--- src/rtl/rr_mux_arbiter.sv ---
// rtl/rr_mux_arbiter.sv - round-robin owner arbiter driving a shared N:1 data mux
module rr_mux_arbiter #(
    parameter int N        = 4,
    parameter int DW       = 8,
    parameter int MAX_HOLD = 16
) (
    input  logic                 clk,
    input  logic                 rst,
    input  logic [N-1:0]         req,
    input  logic [N*DW-1:0]      in_data,
    output logic [N-1:0]         gnt,
    output logic [$clog2(N)-1:0] gnt_id,
    output logic                 busy,
    output logic [DW-1:0]        out_data,
    output logic                 out_valid
);

    localparam int IW = $clog2(N);
    localparam int HW = $clog2(MAX_HOLD) + 1;

    typedef enum logic {
        IDLE  = 1'b0,
        GRANT = 1'b1
    } state_t;

    state_t        state, state_next;
    logic [IW-1:0] last, last_next;
    logic [HW-1:0] hold, hold_next;
    logic [N-1:0]  gnt_next;
    logic [IW-1:0] gnt_id_next;
    logic          busy_next;

    logic          win_found;
    logic [IW-1:0] win_id;
    logic [IW-1:0] cand;
    logic          release_now;

    // Rotating priority scan: the requester just after the last owner goes first.
    always_comb begin
        win_found = 1'b0;
        win_id    = '0;
        cand      = '0;
        for (int k = 1; k <= N; k++) begin
            cand = IW'((int'(last) + k) % N);
            if (!win_found && req[cand]) begin
                win_found = 1'b1;
                win_id    = cand;
            end
        end
    end

    // Owner gives up the mux when it drops its request or its hold budget runs out.
    assign release_now = !req[gnt_id] || (hold == HW'(MAX_HOLD - 1));

    // Next-state and next-output logic for the ownership FSM.
    always_comb begin
        state_next  = state;
        last_next   = last;
        hold_next   = hold;
        gnt_next    = gnt;
        gnt_id_next = gnt_id;
        busy_next   = busy;
        case (state)
            IDLE: begin
                if (win_found) begin
                    state_next         = GRANT;
                    gnt_next           = '0;
                    gnt_next[win_id]   = 1'b1;
                    gnt_id_next        = win_id;
                    busy_next          = 1'b1;
                    hold_next          = '0;
                end
            end
            GRANT: begin
                hold_next = hold + HW'(1);
                if (release_now) begin
                    state_next = IDLE;
                    last_next  = gnt_id;
                    gnt_next   = '0;
                    busy_next  = 1'b0;
                    hold_next  = '0;
                end
            end
            default: state_next = IDLE;
        endcase
    end

    // FSM state and registered grant outputs.
    always_ff @(posedge clk) begin
        if (rst) begin
            state  <= IDLE;
            last   <= IW'(N - 1);
            hold   <= '0;
            gnt    <= '0;
            gnt_id <= '0;
            busy   <= 1'b0;
        end else begin
            state  <= state_next;
            last   <= last_next;
            hold   <= hold_next;
            gnt    <= gnt_next;
            gnt_id <= gnt_id_next;
            busy   <= busy_next;
        end
    end

    // Registered mux output; data is kept while no one owns the mux.
    always_ff @(posedge clk) begin
        if (rst) begin
            out_data  <= '0;
            out_valid <= 1'b0;
        end else begin
            out_valid <= busy;
            if (busy) begin
                out_data <= in_data[int'(gnt_id)*DW +: DW];
            end
        end
    end

endmodule
--- config.mk ---
export PLATFORM = sky130hd
export DESIGN_NAME = rr_mux_arbiter
export DESIGN_NICKNAME = d
export VERILOG_FILES = /design/src/rtl/rr_mux_arbiter.sv
export SDC_FILE = /design/constraint.sdc
export NUM_CORES = 1
export LEC_CHECK = 0
export BUFFER_PORTS_ARGS = -buffer_cell sky130_fd_sc_hd__buf_2
export CAP_MARGIN = 10
export CORE_MARGIN = 5
export CORE_UTILIZATION = 50
export DETAILED_ROUTE_END_ITERATION = 7
export PLACE_DENSITY = 0.94
export SLEW_MARGIN = 40
export SYNTH_ARGS = -nofsm -noshare
export SYNTH_HDL_FRONTEND = slang
export SYNTH_SLANG_ARGS = --single-unit
--- constraint.sdc ---
create_clock -name clk -period 4.7 [get_ports clk]
set_input_delay 0 -clock clk [delete_from_list [all_inputs] [get_ports clk]]
set_output_delay 0 -clock clk [all_outputs]
set_load 0.1 [all_outputs]
# Word-level counts from Yosys, hierarchy flattened
# Index checks and enable logic that the tools add are counted.
# totals
register_bits	24
latchBits	0
ramBits	0
rom_bits	0
in_bits	38
output_inout_bits	16
wordCells	69
n_memories	0
# classes
addsub	5
multipliers	0
div	0
magnitude_cmp	7
eq_ne	3
shifts	1
n_mux	32
n_bitwise	1
n_reduce_logical	12
# op_table
op	n
32-bit by 6-bit indexed part select with 8-bit output	1
2-bit by 3-bit less-than comparator with 1-bit output, second input constant	6
1-bit 2-to-1 mux	14
1-bit binary-select mux with 2-bit select	5
5-bit 2-to-1 mux	2
5-bit case mux with 2 select lines	1
2-bit 2-to-1 mux	4
4-bit 2-to-1 mux	2
4-bit case mux with 2 select lines	1
2-bit AND reduction	3
5-bit by 1-bit adder with 5-bit output, second input constant	1
5-bit by 4-bit == test with 1-bit output, second input constant	1
2-bit by 1-bit adder with 2-bit output, second input constant	2
2-bit adder, second input constant	2
1-bit logical AND	4
1-bit logical NOT	4
1-bit case mux with 2 select lines	2
1-bit demux with 2-bit select	1
2-bit by 1-bit greater-or-equal comparator with 1-bit output, second input constant	1
2-bit by 1-bit inequality test with 1-bit output, second input constant	1
2-bit inequality test, second input constant	1
1-bit logical OR	1
1-bit inverter	1

# Depth between registers and ports, before layout
# logic_depth
word_depth	19
ltp_mapped	7
depth_no_buf	7

# Worst setup path before layout
# Ideal clock, no wire load.
# synth_timing
path_kind	reg2reg
startpoint	register gnt_id[0]
endpoint	register out_data[0]
setup_ns	0.128
arrival_time_ns	2.096
slack_ns	2.476
stages_incl_launch_ff	5
path_buffers	1
synth_period_minus_slack_ns	2.224
path_cell_list	dfxtp_1 -> buf_2 -> mux4_2 -> mux2i_1 -> nor2_1
# synth_between
elab_chain_cells	1
# synth_rtl
element	line	text
start: declaration	12	output logic [$clog2(N)-1:0] gnt_id,
start signal: assignment	102	gnt_id <= gnt_id_next;
32-bit by 6-bit indexed part select with 8-bit output	115	out_data <= in_data[int'(gnt_id)*DW +: DW];
end signal: assignment	115	
end: declaration	14	output logic [DW-1:0] out_data,
# Every way passes these cells.
# A chain may end at the register's enable or synchronous reset.

# Worst setup path in the final report
# layout_timing
startpoint	register gnt_id[0]
endpoint	register gnt[0]
# layout_between
elab_chain_cells	6
# layout_rtl
element	line	text
1-bit binary-select mux with 2-bit select	53	assign release_now = !req[gnt_id] || (hold == HW'(MAX_HOLD - 1));
1-bit 2-to-1 mux (not written as such)	53	
1-bit logical NOT	53	
1-bit logical OR	53	
2-bit by 1-bit inequality test with 1-bit output (no line)	--	
2-bit AND reduction (no line)	--	
end signal: assignment	101	gnt <= gnt_next;
end: declaration	11	output logic [N-1:0] gnt,
# Every way passes these cells. The select of a mux whose other input is x is not followed.

==> flow_summary.toml <==
[place]
dpl.hpwl_um = 2350
post-place-ws_ns = 2.65
place.gp.congestion = 0.810
placed_area_um2 = 1510
portBuffers = 53

[yosys]
syn_avg_cell_area_um2 = 10.2
synth_area_leaders = "dfxtp_1 39%, mux4_2 15%, mux2i_1 8.9%"
synth.most_common_cell = "dfxtp_1"
postSynth.asyncResetShare_pct = 0
synth_nets = 161
syn_area_um2 = 1240
synth_cell_types = 34
synth.largest_area_cell = "dfxtp_1"
synthTopCellsByCount = "24 x dfxtp_1, 20 x nor2_1, 11 x mux2i_1, 8 x mux4_2, 5 x nand2_1"
synth-warning-count = 0
synth_cells = 121
yosysSeqAreaShare_pct = 38.9
ys.flop_type = "dfxtp_1"
synth_top_area_share_pct = 38.9
ys_ff_latch = 24
synth-edff-count = 0

[clocking]
cts.sinks = 24
postCtsHoldBufs = 0
numCtsBuffers = 3
htreeDepth = 1
clock_tree.root_cell = "clkbuf_4"
path_clk_slew_ns = 0.12
cts_setup_buffers = 0
cts_buffer_depth = 2
clkLatencyLatePin_ns = 0.31
cts_tree = "yes"
cts_resized = 0

[sta]
rsz0062_at_grt = "false"
finalSetupTns_ns = 0
fin_worst_skew_ns = 0.00295
tightest_slew_ns = 0.703
fmax_ghz = 0.489
layout_min_cycle_time_ns = 2.04
period_share_pct = 43.5
hold_viol = 0
setup_viol = 0
slew_violations = 0
relSlewSlack_pct = 53.1
finalWorstSetupSlack_ns = 2.66

[floorplanning]
die_w_um = 59.7
io_pins = 54
rows = 18
core_area_um2 = 2410
initial_core_util_pct = 51.3
die_y_um = 59.7
die_area_um2 = 3570

[grt]
grt_max_degree = 25
grt_pass1_wl_um = 4780
grt_overflow_total = 0
grt_pass1_vias = 1113
antenna_found_initial = 0
track_usage_pct = 17.2

[routing]
routed.top_layer = "met4"
drtIter0Drc = 55
wl_per_cell_um = 14.7
dr.pass1.iters = 4
remaining_drc_errors = 0
wl_met3_um = 404
viasPerCell = 5.66
totalWireLength_um = 2980
route.vias.total = 1143
wl_met1_um = 1250
antenna_left = 0
wl_met2_um = 1280

[setup_path]
cp-start-kind = "flip-flop"
worstSetupStartpoint = "gnt_id[0]$_SDFFE_PP0P_"
critPathMaxStageDelay_ns = 0.80
rr_endpoint = "gnt[0]$_SDFFE_PP0P_"
cp-endpoint = "gnt[0]$_SDFFE_PP0P_"
r2r_slack_ns = 2.66
crit_required_ns = 4.92
path_class = "reg -> reg"
path_max_fanout = 13
reg2regPathDepth = 4
crit_arrival_ns = 2.26
rr_startpoint = "gnt_id[0]$_SDFFE_PP0P_"
path_cells = "mux2_2, a32o_2, o21ba_2, a32o_1"
cp_slowest_cell = "dfxtp_1"
cp-end-kind = "flip-flop"

[power]
p_leak_nw = 0.684
finalPower_mw = 0.558
vdd_ir_drop_max_v = 0.000224
p_per_area_nw_per_um2 = 360

[worst_hold_path]
min_from = "rst"
hp-class = "in -> reg"

[finish]
nNetsFinal = 213
stdcell_area_um2 = 1550
drive_above_1_share_pct = 41.3
area_growth_pct = 25.4
finish.utilization_pct = 64.3
n_antenna_cell = 0

[flow_run]
max-cap-violations = 0

[run_status]
status = "complete, no violations"
## area by class of cell
cell class / instances / area [µm²]
fill: 179 / 860
multi-input combinational: 88 / 719
sequential: 24 / 480
timing repair buffer: 53 / 265
tap: 30 / 37.5
clock buffer: 4 / 36.3
inverter: 3 / 11.3
## per-layer routing
metal  global-route usage [%]  up-vias
li1                         -      549
met3                     5.18        5
met4                     5.70        0
met1                     21.4      530
met2                     28.4       59
met5                        0        -
## per-stage QoR
step	hold slack [ns]	cells
floorplan	0.0716	121
global placement	0.406	198
detailed placement	0.414	198
CTS	0.0843	202
global route	0.0983	202
finish	0.0931	202
## kinds of logic after synthesis
kind of cell | Yosys count | share of synthesized area [%]
flops | 24 | 38.9
mux | 21 | 25.6
simple gates | 45 | 17.7
buf+inv | 9 | 2.93
compound gates | 20 | 12.9
fa+ha+maj | 2 | 2.02
## registers in the layout, indices dropped and copies added, names as in the netlist
register and count:
out_data 8, hold 5, gnt 4, gnt_id 2, last 2, busy 1, out_valid 1, state 1
## how the worst min path moves through the flow
| stage | to | slack, ns | depth (start not counted) |
|---|---|---|---|
| 2_1_floorplan | out_valid$_SDFF_PP0_ | 0.07 | 1 |
| 3_3_place_gp | out_data[3]$_SDFFE_PP0P_ | 0.41 | 2 |
| 3_5_place_dp | out_data[4]$_SDFFE_PP0P_ | 0.41 | 2 |
| 4_1_cts | out_data[4]$_SDFFE_PP0P_ | 0.08 | 2 |
| 5_1_grt | out_data[4]$_SDFFE_PP0P_ | 0.1 | 2 |
| 6_report | out_data[4]$_SDFFE_PP0P_ | 0.09 | 2 |
## power by group
| part | switching (mW) | internal [mW] | total, mW |
|---|---|---|---|
| Clock | 0.0573 | 0.0473 | 0.105 |
| Sequential | 0.0250 | 0.221 | 0.246 |
| Combinational | 0.142 | 0.0649 | 0.207 |
| Total | 0.225 | 0.333 | 0.558 |
## cells in the final DEF (no fill, tap or decap), drive strengths merged
master | synthesis | layout
buf | 3 | 53
dfxtp | 24 | 24
nor2 | 20 | 20
mux2i | 11 | 11
mux4 | 8 | 8
nand2 | 5 | 5
nand2b | 4 | 4
nor3 | 4 | 4
nand3 | 4 | 4
clkbuf | 3 | 4
inv | 3 | 3
a21oi | 3 | 3
a32o | 3 | 3
o21ai | 2 | 2
nor2b | 2 | 2
a211oi | 2 | 2
o2bb2ai | 2 | 2
a31oi | 2 | 2
nand3b | 2 | 2
ha | 2 | 2
mux2 | 2 | 2
and3 | 1 | 1
a211o | 1 | 1
o211ai | 1 | 1
o22a | 1 | 1
nor4 | 1 | 1
and2 | 1 | 1
nor3b | 1 | 1
o21ba | 1 | 1
a221oi | 1 | 1
a22oi | 1 | 1
## critical path, delay by kind of cell, from the launching register on
family	cells	cell delay (ns)
AOI/OAI and AO/OA	3	0.72
muxes	1	0.43
DFF	1	0.80
Note: power is estimated with default switching activity, not from simulation.
